--- src/rtl/fetch_queue_if.sv ---
// Fetch-to-decode queue handshake bundle: enqueue side from fetch, dequeue side toward decode.
// master = fetch/decode pipeline stages, slave = the queue itself.
interface fetch_queue_if #(
  parameter int ADDRESS_WIDTH = 32,
  parameter int DEPTH         = 4
);
  localparam int CNT_W = $clog2(DEPTH) + 1;

  logic                     enq_valid;
  logic [ADDRESS_WIDTH-1:0] enq_pc;
  logic [ADDRESS_WIDTH-1:0] enq_instr;
  logic                     enq_ready;
  logic                     deq_valid;
  logic [ADDRESS_WIDTH-1:0] deq_pc;
  logic [ADDRESS_WIDTH-1:0] deq_instr;
  logic                     deq_ready;
  logic                     flush;
  logic [CNT_W-1:0]         count;

  modport master (
    output enq_valid, enq_pc, enq_instr, deq_ready, flush,
    input  enq_ready, deq_valid, deq_pc, deq_instr, count
  );

  modport slave (
    input  enq_valid, enq_pc, enq_instr, deq_ready, flush,
    output enq_ready, deq_valid, deq_pc, deq_instr, count
  );
endinterface

--- src/rtl/fetch_queue.sv ---
// In-order {pc, instr} buffer between fetch and decode; one-cycle enq-to-deq latency, no bypass.
// Full queue drops enq_ready regardless of deq_ready; flush/rst empty it at the next edge.
module fetch_queue #(
  parameter int ADDRESS_WIDTH = 32,
  parameter int DEPTH         = 4
) (
  input logic         clk,
  input logic         rst,
  fetch_queue_if.slave bus
);
  localparam int PTR_W = $clog2(DEPTH);
  localparam int CNT_W = PTR_W + 1;

  typedef struct packed {
    logic [ADDRESS_WIDTH-1:0] pc;
    logic [ADDRESS_WIDTH-1:0] instr;
  } entry_t;

  entry_t           mem_q [DEPTH];
  entry_t           mem_d [DEPTH];
  logic [PTR_W-1:0] wr_ptr_q, wr_ptr_d;
  logic [PTR_W-1:0] rd_ptr_q, rd_ptr_d;
  logic [CNT_W-1:0] count_q, count_d;

  logic   full, empty;
  logic   enq_ready, deq_valid;
  logic   enq_fire, deq_fire;
  entry_t head, enq_entry;

  always_comb begin
    full      = (count_q == CNT_W'(DEPTH));
    empty     = (count_q == '0);
    // Gating deq_valid with rst keeps decode from seeing stale entries during a mid-run reset.
    enq_ready = !rst && !bus.flush && !full;
    deq_valid = !rst && !bus.flush && !empty;
    enq_fire  = bus.enq_valid && enq_ready;
    deq_fire  = deq_valid && bus.deq_ready;
    head      = mem_q[rd_ptr_q];
    enq_entry = '{pc: bus.enq_pc, instr: bus.enq_instr};
  end

  assign bus.enq_ready = enq_ready;
  assign bus.deq_valid = deq_valid;
  assign bus.deq_pc    = deq_valid ? head.pc    : '0;
  assign bus.deq_instr = deq_valid ? head.instr : '0;
  assign bus.count     = count_q;

  always_comb begin
    mem_d    = mem_q;
    wr_ptr_d = wr_ptr_q;
    rd_ptr_d = rd_ptr_q;
    count_d  = count_q;
    if (bus.flush) begin
      wr_ptr_d = '0;
      rd_ptr_d = '0;
      count_d  = '0;
    end else begin
      if (enq_fire) begin
        mem_d[wr_ptr_q] = enq_entry;
        wr_ptr_d        = wr_ptr_q + PTR_W'(1);
      end
      if (deq_fire) begin
        rd_ptr_d = rd_ptr_q + PTR_W'(1);
      end
      case ({enq_fire, deq_fire})
        2'b10:   count_d = count_q + CNT_W'(1);
        2'b01:   count_d = count_q - CNT_W'(1);
        default: count_d = count_q;
      endcase
    end
  end

  always_ff @(posedge clk) begin
    if (rst) begin
      wr_ptr_q <= '0;
      rd_ptr_q <= '0;
      count_q  <= '0;
    end else begin
      wr_ptr_q <= wr_ptr_d;
      rd_ptr_q <= rd_ptr_d;
      count_q  <= count_d;
    end
  end

  // Payload storage carries no reset; occupancy alone decides what is valid.
  always_ff @(posedge clk) begin
    mem_q <= mem_d;
  end
endmodule

--- src/flat_wrapper.sv ---
// flat-port wrapper written by rule: the top's interface ports become plain ports
module fetch_queue_flat 
#(
  parameter int ADDRESS_WIDTH = 32,
  parameter int DEPTH         = 4
)
  (clk, rst, bus_enq_valid, bus_enq_pc, bus_enq_instr, bus_deq_ready, bus_flush, bus_enq_ready, bus_deq_valid, bus_deq_pc, bus_deq_instr, bus_count);
  fetch_queue_if #(.ADDRESS_WIDTH(ADDRESS_WIDTH), .DEPTH(DEPTH)) bus_i ();
  input logic clk;
  input logic rst;
  input wire logic [$bits(bus_i.enq_valid)-1:0] bus_enq_valid;
  input wire logic [$bits(bus_i.enq_pc)-1:0] bus_enq_pc;
  input wire logic [$bits(bus_i.enq_instr)-1:0] bus_enq_instr;
  input wire logic [$bits(bus_i.deq_ready)-1:0] bus_deq_ready;
  input wire logic [$bits(bus_i.flush)-1:0] bus_flush;
  output wire logic [$bits(bus_i.enq_ready)-1:0] bus_enq_ready;
  output wire logic [$bits(bus_i.deq_valid)-1:0] bus_deq_valid;
  output wire logic [$bits(bus_i.deq_pc)-1:0] bus_deq_pc;
  output wire logic [$bits(bus_i.deq_instr)-1:0] bus_deq_instr;
  output wire logic [$bits(bus_i.count)-1:0] bus_count;
  assign bus_i.enq_valid = bus_enq_valid;
  assign bus_i.enq_pc = bus_enq_pc;
  assign bus_i.enq_instr = bus_enq_instr;
  assign bus_i.deq_ready = bus_deq_ready;
  assign bus_i.flush = bus_flush;
  assign bus_enq_ready = bus_i.enq_ready;
  assign bus_deq_valid = bus_i.deq_valid;
  assign bus_deq_pc = bus_i.deq_pc;
  assign bus_deq_instr = bus_i.deq_instr;
  assign bus_count = bus_i.count;
  fetch_queue #(.ADDRESS_WIDTH(ADDRESS_WIDTH), .DEPTH(DEPTH)) u_core (.clk(clk), .rst(rst), .bus(bus_i));
endmodule
--- config.mk ---
export PLATFORM = sky130hd
export DESIGN_NAME = fetch_queue_flat
export DESIGN_NICKNAME = d
export VERILOG_FILES = /design/src/rtl/fetch_queue_if.sv /design/src/rtl/fetch_queue.sv /design/src/flat_wrapper.sv
export SDC_FILE = /design/constraint.sdc
export NUM_CORES = 1
export LEC_CHECK = 0
export ABC_AREA = 1
export CAP_MARGIN = 40
export CORE_ASPECT_RATIO = 0.9
export CORE_MARGIN = 4
export CORE_UTILIZATION = 30
export CTS_CLUSTER_SIZE = 8
export DETAILED_ROUTE_END_ITERATION = 7
export PLACE_DENSITY = 0.46
export SKIP_LAST_GASP = 1
export SLEW_MARGIN = 15
export SYNTH_ARGS = -nofsm -noshare
export SYNTH_HDL_FRONTEND = slang
export SYNTH_SLANG_ARGS = --single-unit
--- constraint.sdc ---
create_clock -name clk -period 7.4 [get_ports clk]
set_input_delay 1.48 -clock clk [delete_from_list [all_inputs] [get_ports clk]]
set_output_delay 1.48 -clock clk [all_outputs]
set_load 0.02 [all_outputs]
After elaboration in Yosys (flattened, before gate mapping)
Cells that the tools add are included.
{"block": "op_classes", "add_sub_neg": 4, "order_cmp": 3, "n_eq_ne": 3, "muxes": 9, "bitwise": 3, "reduce_logical": 14}
{"cell": "$bwmux 256", "count": 1}
{"cell": "$mux 64", "count": 3}
{"cell": "$bmux 64 s2", "count": 1}
{"cell": "$demux 64 s2", "count": 1}
{"cell": "$mux 32", "count": 2}
{"cell": "$ge 3x3->1 const B", "count": 2}
{"cell": "$logic_and 1x1->1", "count": 6}
{"cell": "$not 2->3", "count": 2}
{"cell": "$pmux 3 s2", "count": 1}
{"cell": "$add 2x1->2 const B", "count": 2}
{"cell": "$logic_not 1->1", "count": 4}
{"cell": "$add 3x1->3 const B", "count": 1}
{"cell": "$eq 3x3->1 const B", "count": 1}
{"cell": "$logic_not 3->1", "count": 1}
{"cell": "$lt 3x1->1 const B", "count": 1}
{"cell": "$sub 3x1->3 const B", "count": 1}
{"cell": "$eq 2x1->1 const B", "count": 1}
{"cell": "$eq 2x2->1 const B", "count": 1}
{"cell": "$reduce_and 2->1", "count": 1}
{"cell": "$reduce_bool 2->1", "count": 1}
{"cell": "$reduce_or 2->1", "count": 1}
{"cell": "$not 1->1", "count": 1}
{"block": "totals", "regBits": 263, "input_bits": 69, "out_inout_bits": 69, "elab_cells": 47}

Logic depth before layout (Yosys ltp)
Gate-level depths: netlist of the first run.
{"block": "logic_depth", "depth_word": 6, "depth_mapped": 13, "depth_no_buf": 13}

Worst setup path after synthesis of the first run
No wires, ideal clock.
{"block": "synth_path", "kind": "input port to flip-flop", "startpoint": "input port bus_flush", "endpoint": "register u_core.mem_q[0] (netlist name) (enable)", "setup_ns": 0.487, "t_arrival_ns": 4.690, "required_ns": 6.913, "path_slack_ns": 2.224, "path_stages": 4, "n_path_buf": 1, "cell_sequence": "nor2_1 > buf_2 > nand3_1 > nor2_1"}
{"block": "synth_between", "elab_chain_cells": 5, "word_cells_on_any_way": 6, "classes_between": "bitwise: 1; reduce/logical: 5"}
{"item": "from (decl)", "line_no": "flat_wrapper.sv:15", "rtl": "input wire logic [$bits(bus_i.flush)-1:0] bus_flush;"}
{"item": "$logic_not 1->1", "line_no": "fetch_queue.sv:34", "rtl": "enq_ready = !rst && !bus.flush && !full;"}
{"item": "$logic_and 1x1->1 (2 in a row)", "line_no": "fetch_queue.sv:34"}
{"item": "$logic_and 1x1->1", "line_no": "fetch_queue.sv:36", "rtl": "enq_fire = bus.enq_valid && enq_ready;"}
{"item": "$reduce_and 2->1 (no source line) (*)"}
{"item": "to (signal assigned)", "line_no": "fetch_queue.sv:87", "rtl": "mem_q <= mem_d;"}
{"item": "to (decl)", "line_no": "fetch_queue.sv:19", "rtl": "entry_t mem_q [DEPTH];"}
Every way passes the cells marked *; elsewhere a longest branch is shown, timed or not.
A chain may end at the register's enable or synchronous reset.

Worst setup path in the final report of the first run
{"block": "layout_path", "startpoint": "input port bus_flush", "endpoint": "output port bus_deq_instr[17]"}
{"block": "layout_between", "elab_chain_cells": 4}
{"item": "$logic_not 1->1", "line_no": "fetch_queue.sv:35", "rtl": "deq_valid = !rst && !bus.flush && !empty;"}
{"item": "$logic_and 1x1->1 (2 in a row)", "line_no": "fetch_queue.sv:35"}
{"item": "$mux 32", "line_no": "fetch_queue.sv:45", "rtl": "assign bus.deq_instr = deq_valid ? head.instr : '0;"}
{"item": "to (decl)", "line_no": "flat_wrapper.sv:19", "rtl": "output wire logic [$bits(bus_i.deq_instr)-1:0] bus_deq_instr;"}
Every way passes these cells.

==> impl_metrics.yaml, run 1 <==
sta:
  setup_violations: 0
  tightest_slew_ns: 0.808
  worst_hold_slack_ns: 0.521
  fin_crit_sh_pct: 77.6
  setup_tns_ns: 0
  skew_ns: 0.00912
  rsz0062_at_grt: "no"
  hold_viol_final: 0
  max_freq_ghz: 0.174
  period_needed_ns: 5.74
  slew_violations: 0
  maxSlewHeadroom_pct: 46.1
layout:
  design_area_um2: 13300
  layout.area.seq_um2: 7830
  num-fill-cells: 3268
  nets: 1042
  final_common_cell: "nor2_1"
  drive_above_1_share_pct: 6.84
  multi_input_area_um2: 2200
  layout_common_cells: "nor2_1, edfxtp_1, clkdlybuf4s50_1"
  n_antenna_cell: 0
  area_delta_synth_final_pct: 29.3
logic_synthesis:
  yosys.area.top_type: "edfxtp_1"
  ys_seq_elements: 263
  synth_edf_count: 256
  synth_area_leaders: "edfxtp_1, nor2_1, o21ai_0"
  synth_top_area_share_pct: 74.5
  yosysSeqAreaShare_pct: 75.9
  syn-cell-area_um2: 10300
  ys.flop_type: "edfxtp_1"
  syn-num-nets: 898
  postSynthAreaPerCell_um2: 12.5
  ys_warn_count: 0
  async_flop_share_pct: 0
  synth_cells: 823
  synth_cell_types: 18
global_routing:
  grt_pass1_wl_um: 39400
  grt_pass1_vias: 6643
  grt_max_degree: 83
  grt_overflow_total: 0
  grt.total_usage_pct: 13.6
  antenna_found_initial: 2
floorplan:
  core_region_area_um2: 34000
  die_y_um: 184
  num_rows: 64
  die_w_um: 203
  ios: 138
  initial_utilization_pct: 30.4
  die_area_um2: 37400
cts:
  cts_root_buf: "clkbuf_16"
  ctsHoldBuffers: 0
  cts_buffers: 39
  cts_buffer_depth: 3
  clk_pin_slew_worst_paths_ns: 0.05
  numClockSinks: 263
  cts_setup_buffers: 0
  clock_latency_ns: 0.49
  cts.htree.levels: 2
  cts_resized: 0
  cts_tree: "done"
run:
  max-cap-violations: 0
place:
  io_buffer_count: 137
  place_hpwl_um: 14000
  place_area_um2: 12300
  gp_congestion: 0.721
drt:
  drt-total-wl_um: 25300
  first_pass_iters: 4
  via_count: 6462
  wire_per_inst_um: 17.6
  drtAntennaViolNets: 0
  route.detailed.drc: 0
  via_per_inst: 4.48
  first_iter_violations: 310
critical_path:
  cp.arrival_ns: 4.26
  worstSetupEndpointType: "primary output"
  worstPathRequired_ns: 5.92
  critPathKind: "in -> out"
  cp-start-kind: "input pin"
  crit_path_max_fanout: 39
power:
  p_per_area_nw_per_um2: 248
  power_mw: 3.31
  peakVddDrop_v: 0.000127
  leakagePower_nw: 4.46
worst_hold_path:
  hold_class: "reg -> reg"
status:
  status: "finished clean"
area by class of cell:
| class | count | area share [%] |
|---|---|---|
| inverter | 17 | 0.488 |
| timing repair buffer | 153 | 11.9 |
| multi-input combinational | 493 | 16.5 |
| clock buffer | 51 | 7.66 |
| sequential | 263 | 58.7 |
| tap | 462 | 4.34 |
| clock inverter | 3 | 0.328 |
through the flow:
stage	instances	utilization [%]	setup WS, ns
2_1_floorplan	823	-	2.22
3_3_place_gp	1384	35.8	1.70
3_5_place_dp	1388	36.1	1.61
4_1_cts	1442	39.3	1.62
5_1_grt	1442	39.3	1.46
6_report	1442	39.3	1.66
synth_stat cells, types with 7 or more instances:
cell type,number
nor2_1,269
edfxtp_1,256
o21ai_0,123
a21oi_1,67
clkbuf_1,17
buf_2,16
inv_1,16
nand2_1,14
buf_4,12
dfxtp_1,7
o21ai_1,7
per-layer routing:
| metal | vias to the layer above | GRT usage (%) | routed length, um |
|---|---|---|---|
| li1 | 3184 | - | - |
| met1 | 3101 | 17.8 | 11400 |
| met2 | 136 | 22.8 | 12200 |
| met3 | 37 | 3.25 | 1330 |
| met4 | 4 | 3.48 | 412 |
| met5 | - | 0 | 34 |
power breakdown:
part           switching, mW  internal (mW)
clock network          0.572          0.982
logic                 0.0531         0.0489
registers            0.00330           1.65
total                  0.628           2.68
final timing paths:
kind                       startpoint                 end  slack, ns  cells past startpoint
setup / recovery            bus_flush   bus_deq_instr[17]       1.66                      6
hold / removal     u_core.wr_ptr_q[1]  u_core.wr_ptr_q[1]       0.52                      2
setup reg to reg  u_core.bus.count[1]    u_core.mem_q[39]       4.97                      6
hold reg to reg    u_core.wr_ptr_q[1]  u_core.wr_ptr_q[1]       0.52                      2
cells by family (layout without fill, tap and decap cells):
logic type	after synthesis	after routing	share of synthesized area, %
AND/OR/NAND/NOR	289	289	10.6
XOR/XNOR	1	1	0.0849
flip-flops	263	263	75.9
buffers and inverters	67	224	3.07
AO/OA/AOI/OAI	197	197	9.56
adder cells (fa/ha/maj)	6	6	0.801
worst max-delay path, stage by stage:
cell and delay [ns]:
clkdlybuf4s50_1 0.41, nor2_1 0.55, nand2_2 0.61, buf_12 0.38, a21oi_1 0.17, clkdlybuf4s50_1 0.63
registers in the layout, summed over array words and instances (netlist names):
name,cells
u_core.wr_ptr_q,2
u_core.rd_ptr_q,2
u_core.mem_q,256
u_core.bus.count,3
No activity file was read; power rests on OpenSTA's default activity.
==> run 2: changes to the inputs <==
==> constraint.sdc (replaced) <==
create_clock -name clk -period 5.8 [get_ports clk]
set_input_delay 1.16 -clock clk [delete_from_list [all_inputs] [get_ports clk]]
set_output_delay 1.16 -clock clk [all_outputs]
set_load 0.02 [all_outputs]
==> run 2 against run 1 <==
Against the previous run:
- sequential share of layout area fell by 0.13 points
- via count rose by 1.4%
- global-route usage barely moved
- die area did not move
- clock skew rose by 0.0083 ns
- sequential cell count did not move
- cell count rose by 0.35%
- critical endpoint is now bus_deq_instr[1]
- largest cell class unchanged
- largest power group unchanged
==> impl_metrics.yaml, run 2 (synthesized netlist as in run 1, its figures left out) <==
sta:
  setup_tns_ns: 0
  worst_hold_slack_ns: 0.519
  max_freq_ghz: 0.216
  maxSlewHeadroom_pct: 46.1
  slew_violations: 0
  rsz0062_at_grt: "no"
  tightest_slew_ns: 0.808
  fin_crit_sh_pct: 79.6
  skew_ns: 0.0175
  hold_viol_final: 0
  setup_violations: 0
  period_needed_ns: 4.62
power:
  p_switching_mw: 0.818
  power_mw: 4.26
  peakVddDrop_v: 0.000231
  power_frac_seq_pct: 49.6
  p_comb_share_pct: 3.0
  p_per_area_nw_per_um2: 318
  leakagePower_nw: 4.47
  p_clk_share_pct: 47.4
  p_sw_share_pct: 19.2
  p_int_mw: 3.44
cts:
  cts_buffers: 38
  cts_root_buf: "clkbuf_16"
  clk_pin_slew_worst_paths_ns: 0.05
  cts_buffer_depth: 3
  clock_latency_ns: 0.51
  ctsHoldBuffers: 0
  cts_tree: "done"
  cts.htree.levels: 2
  numClockSinks: 263
  cts_resized: 0
  cts_setup_buffers: 0
layout:
  area_delta_synth_final_pct: 29.5
  fin_util_pct: 39.4
  nets: 1043
  largest-register: "u_core.mem_q"
  largest_register_ffs: 256
  final_common_cell: "nor2_1"
  drive_above_1_share_pct: 6.90
  design_area_um2: 13400
  layout_common_cells: "nor2_1, edfxtp_1, clkdlybuf4s50_1"
  n_antenna_cell: 0
critical_path:
  cp-start-kind: "register"
  worstPathRequired_ns: 4.64
  cp.arrival_ns: 3.46
  worstSetupEndpointType: "primary output"
  crit_path_max_fanout: 69
  critPathKind: "reg -> out"
place:
  place_area_um2: 12300
  place_hpwl_um: 14200
  io_buffer_count: 137
  gp_congestion: 0.701
global_routing:
  grt_pass1_vias: 6646
  grt_overflow_total: 0
  grt_max_degree: 70
  grt.total_usage_pct: 13.5
  antenna_found_initial: 2
  grt_pass1_wl_um: 39100
drt:
  wire_per_inst_um: 17.7
  first_pass_iters: 4
  via_per_inst: 4.53
  drt-total-wl_um: 25700
  drtAntennaViolNets: 0
  first_iter_violations: 274
  via_count: 6555
  route.detailed.drc: 0
floorplan:
  initial_utilization_pct: 30.4
  core_region_area_um2: 34000
  die_area_um2: 37400
  ios: 138
  die_y_um: 184
  die_w_um: 203
  num_rows: 64
status:
  status: "finished clean"
worst_hold_path:
  hold_class: "reg -> reg"
run:
  max-cap-violations: 0
[run 2: cell types whose count changed in the layout (fill, tap and decap cells not counted), sizes merged]
cell | previous run | this run
inv | 17 | 16
clkbuf | 51 | 57
buf | 16 | 18
bufinv | 1 | 0
clkinv | 2 | 1
[run 2: worst max-delay path: stages, from the launching register on]
cell	delay, ns
dfxtp_4	0.80
buf_4	0.76
nor2_1	0.11
nor2_1	0.11
o21ai_0	0.09
a21oi_1	0.33
clkdlybuf4s50_1	0.67
[run 2: through the flow]
stage                     worst slack [ns]  std cells
after floorplan                      0.944        823
after global placement                1.53       1387
after detailed placement              1.53       1390
after CTS                             1.08       1447
after global routing                 0.934       1447
final                                 1.18       1447
[run 2: path summary, 6_finish.rpt]
kind / startpoint / end / slack (ns) / cells after the start
hold / removal: u_core.wr_ptr_q[1] / u_core.wr_ptr_q[1] / 0.52 / 2
setup reg to reg: u_core.bus.count[1] / u_core.mem_q[18] / 3.58 / 5
setup / recovery: u_core.rd_ptr_q[0] / bus_deq_instr[1] / 1.18 / 6
hold reg to reg: u_core.wr_ptr_q[1] / u_core.wr_ptr_q[1] / 0.52 / 2
[run 2: layer usage]
layer  up-vias  global-route usage (%)  wire length [um]
li1       3193                       -                 -
met1      3159                    17.9             11700
met2       147                    22.0             11900
met3        52                    3.44              1340
met4         4                    4.42               652
met5         -                       0                27
[run 2: cell type report]
type                            count  area [um2]
Tap cell                          462         578
Multi-Input combinational cell    493        2200
Clock buffer                       57        1090
Sequential cell                   263        7830
Fill cell                        3280       20600
Timing Repair Buffer              155        1600
Inverter                           17        65.1
[run 2: power by group through the flow]
stage	logic [mW]	clock network (mW)	registers, mW
floorplan	0.0388	0	2.15
global placement	0.131	0	2.15
detailed placement	0.131	0	2.15
CTS	0.132	2.08	2.11
global route	0.142	2.17	2.11
finish	0.129	2.02	2.11
==> run 3: changes to the inputs <==
==> constraint.sdc (replaced) <==
create_clock -name clk -period 4.5 [get_ports clk]
set_input_delay 0.9 -clock clk [delete_from_list [all_inputs] [get_ports clk]]
set_output_delay 0.9 -clock clk [all_outputs]
set_load 0.02 [all_outputs]
==> run 3 against run 2 <==
Against the previous run:
- via count down 1.3%
- routed wire length shrank 1.3%
- clock power rose by 24%
- clock skew shrank 0.011 ns
- core utilization is 0.20 points lower
- total power grew 27%
- combinational power grew 30%
- sequential power grew 29%
- design area decreased by 0.52%
- largest power group unchanged
==> impl_metrics.yaml, run 3 (synthesized netlist as in run 1, its figures left out) <==
global_routing:
  antenna_found_initial: 1
  grt.total_usage_pct: 13.2
  grt_overflow_total: 0
  grt_pass1_vias: 6492
  grt_max_degree: 97
  grt_pass1_wl_um: 38700
floorplan:
  die_y_um: 184
  ios: 138
  die_w_um: 203
  die_area_um2: 37400
  num_rows: 64
  initial_utilization_pct: 30.4
  core_region_area_um2: 34000
cts:
  cts_resized: 0
  cts.htree.levels: 2
  cts_buffer_depth: 3
  clk_pin_slew_worst_paths_ns: 0.05
  cts_buffers: 38
  cts_setup_buffers: 0
  cts_tree: "done"
  numClockSinks: 263
  cts_root_buf: "clkbuf_16"
  clock_latency_ns: 0.49
  ctsHoldBuffers: 0
drt:
  first_iter_violations: 298
  via_count: 6470
  drtAntennaViolNets: 0
  route.detailed.drc: 0
  first_pass_iters: 4
  via_per_inst: 4.48
  drt-total-wl_um: 25300
  wire_per_inst_um: 17.5
sta:
  setup_violations: 0
  period_needed_ns: 3.80
  tightest_slew_ns: 0.649
  maxSlewHeadroom_pct: 56.7
  fin_crit_sh_pct: 84.4
  slew_violations: 0
  setup_slack_ns: 0.701
  rsz0062_at_grt: "no"
  max_freq_ghz: 0.263
  hold_viol_final: 0
  skew_ns: 0.00643
  setup_tns_ns: 0
layout:
  fin_util_pct: 39.2
  largest_register_ffs: 256
  largest-register: "u_core.mem_q"
  nets: 1043
  final_common_cell: "nor2_1"
  drive_above_1_share_pct: 6.82
  area_delta_synth_final_pct: 28.9
  n_antenna_cell: 0
  layout_common_cells: "nor2_1, edfxtp_1, clkdlybuf4s50_1"
power:
  power_mw: 5.39
  leakagePower_nw: 4.45
  p_per_area_nw_per_um2: 405
  peakVddDrop_v: 0.000228
place:
  dp_slack_ns: 0.724
  gp_congestion: 0.683
  io_buffer_count: 137
  place_hpwl_um: 13600
critical_path:
  cp_top_family: "buffers and inverters"
  critPathKind: "in -> out"
  cp.arrival_ns: 2.90
  worstSetupEndpointType: "primary output"
  cp_slowest_cell: "clkdlybuf4s50_1"
  cp_cell_sequence: "clkdlybuf4s50_1 -> nor2_1 -> buf_4 -> nand2_2 -> buf_4 -> a21oi_1 -> clkdlybuf4s50_1"
  cp-start-kind: "input pin"
  cpPeakStageDelay_ns: 0.68
  worstPathRequired_ns: 3.60
  crit_buf_inv: 4
  crit_path_max_fanout: 24
run:
  max-cap-violations: 0
status:
  status: "finished clean"
worst_hold_path:
  hold_class: "reg -> reg"
[run 3: changes by cell type in the layout (fill, tap and decap cells not counted), sizes merged]
cell | before | now
inv | 16 | 17
clkbuf | 57 | 53
[run 3: metal layers]
metal	wire length, um	track usage (%)	vias to the layer above
li1	-	-	3187
met1	11900	18.0	3117
met2	11800	21.8	126
met3	1180	3.14	38
met4	385	3.02	2
met5	13	0	-
[run 3: area by class of cell]
| cell class | count | area, um2 |
|---|---|---|
| repair buffers | 155 | 1580 |
| flip-flops and latches | 263 | 7830 |
| clock buffers | 53 | 1030 |
| well taps | 462 | 578 |
| multi-input cells | 493 | 2200 |
| inverters | 17 | 65.1 |
| clock inverters | 1 | 8.76 |
| fillers | 3322 | 20700 |
[run 3: report_power, final]
part,switching (mW),internal [mW],total (mW)
Clock,0.942,1.56,2.50
Combinational,0.0883,0.0797,0.168
Sequential,0.00538,2.72,2.72
Total,1.04,4.35,5.39
[run 3: worst min-delay path, delay by kind of cell, from the launching register on]
family,cells,cell delay [ns]
simple gates,2,0.14
flops,1,0.34
[run 3: final timing paths]
| check | to | depth (start not counted) | slack (ns) | startpoint |
|---|---|---|---|---|
| worst max register to register | u_core.bus.count[2] | 12 | 2.32 | u_core.bus.count[0] |
| worst max-delay path | bus_deq_pc[18] | 7 | 0.70 | bus_flush |
| worst min-delay path | u_core.wr_ptr_q[1] | 2 | 0.51 | u_core.wr_ptr_q[1] |
| worst min register to register | u_core.wr_ptr_q[1] | 2 | 0.51 | u_core.wr_ptr_q[1] |
[run 3: through the flow]
step | hold slack (ns) | instance area, um2 | cells
after floorplan | 0.483 | 10300 | 823
after global placement | 0.518 | 12200 | 1389
after detailed placement | 0.508 | 12300 | 1390
after CTS | 0.516 | 13300 | 1444
after global routing | 0.544 | 13300 | 1444
final | 0.514 | 13300 | 1444
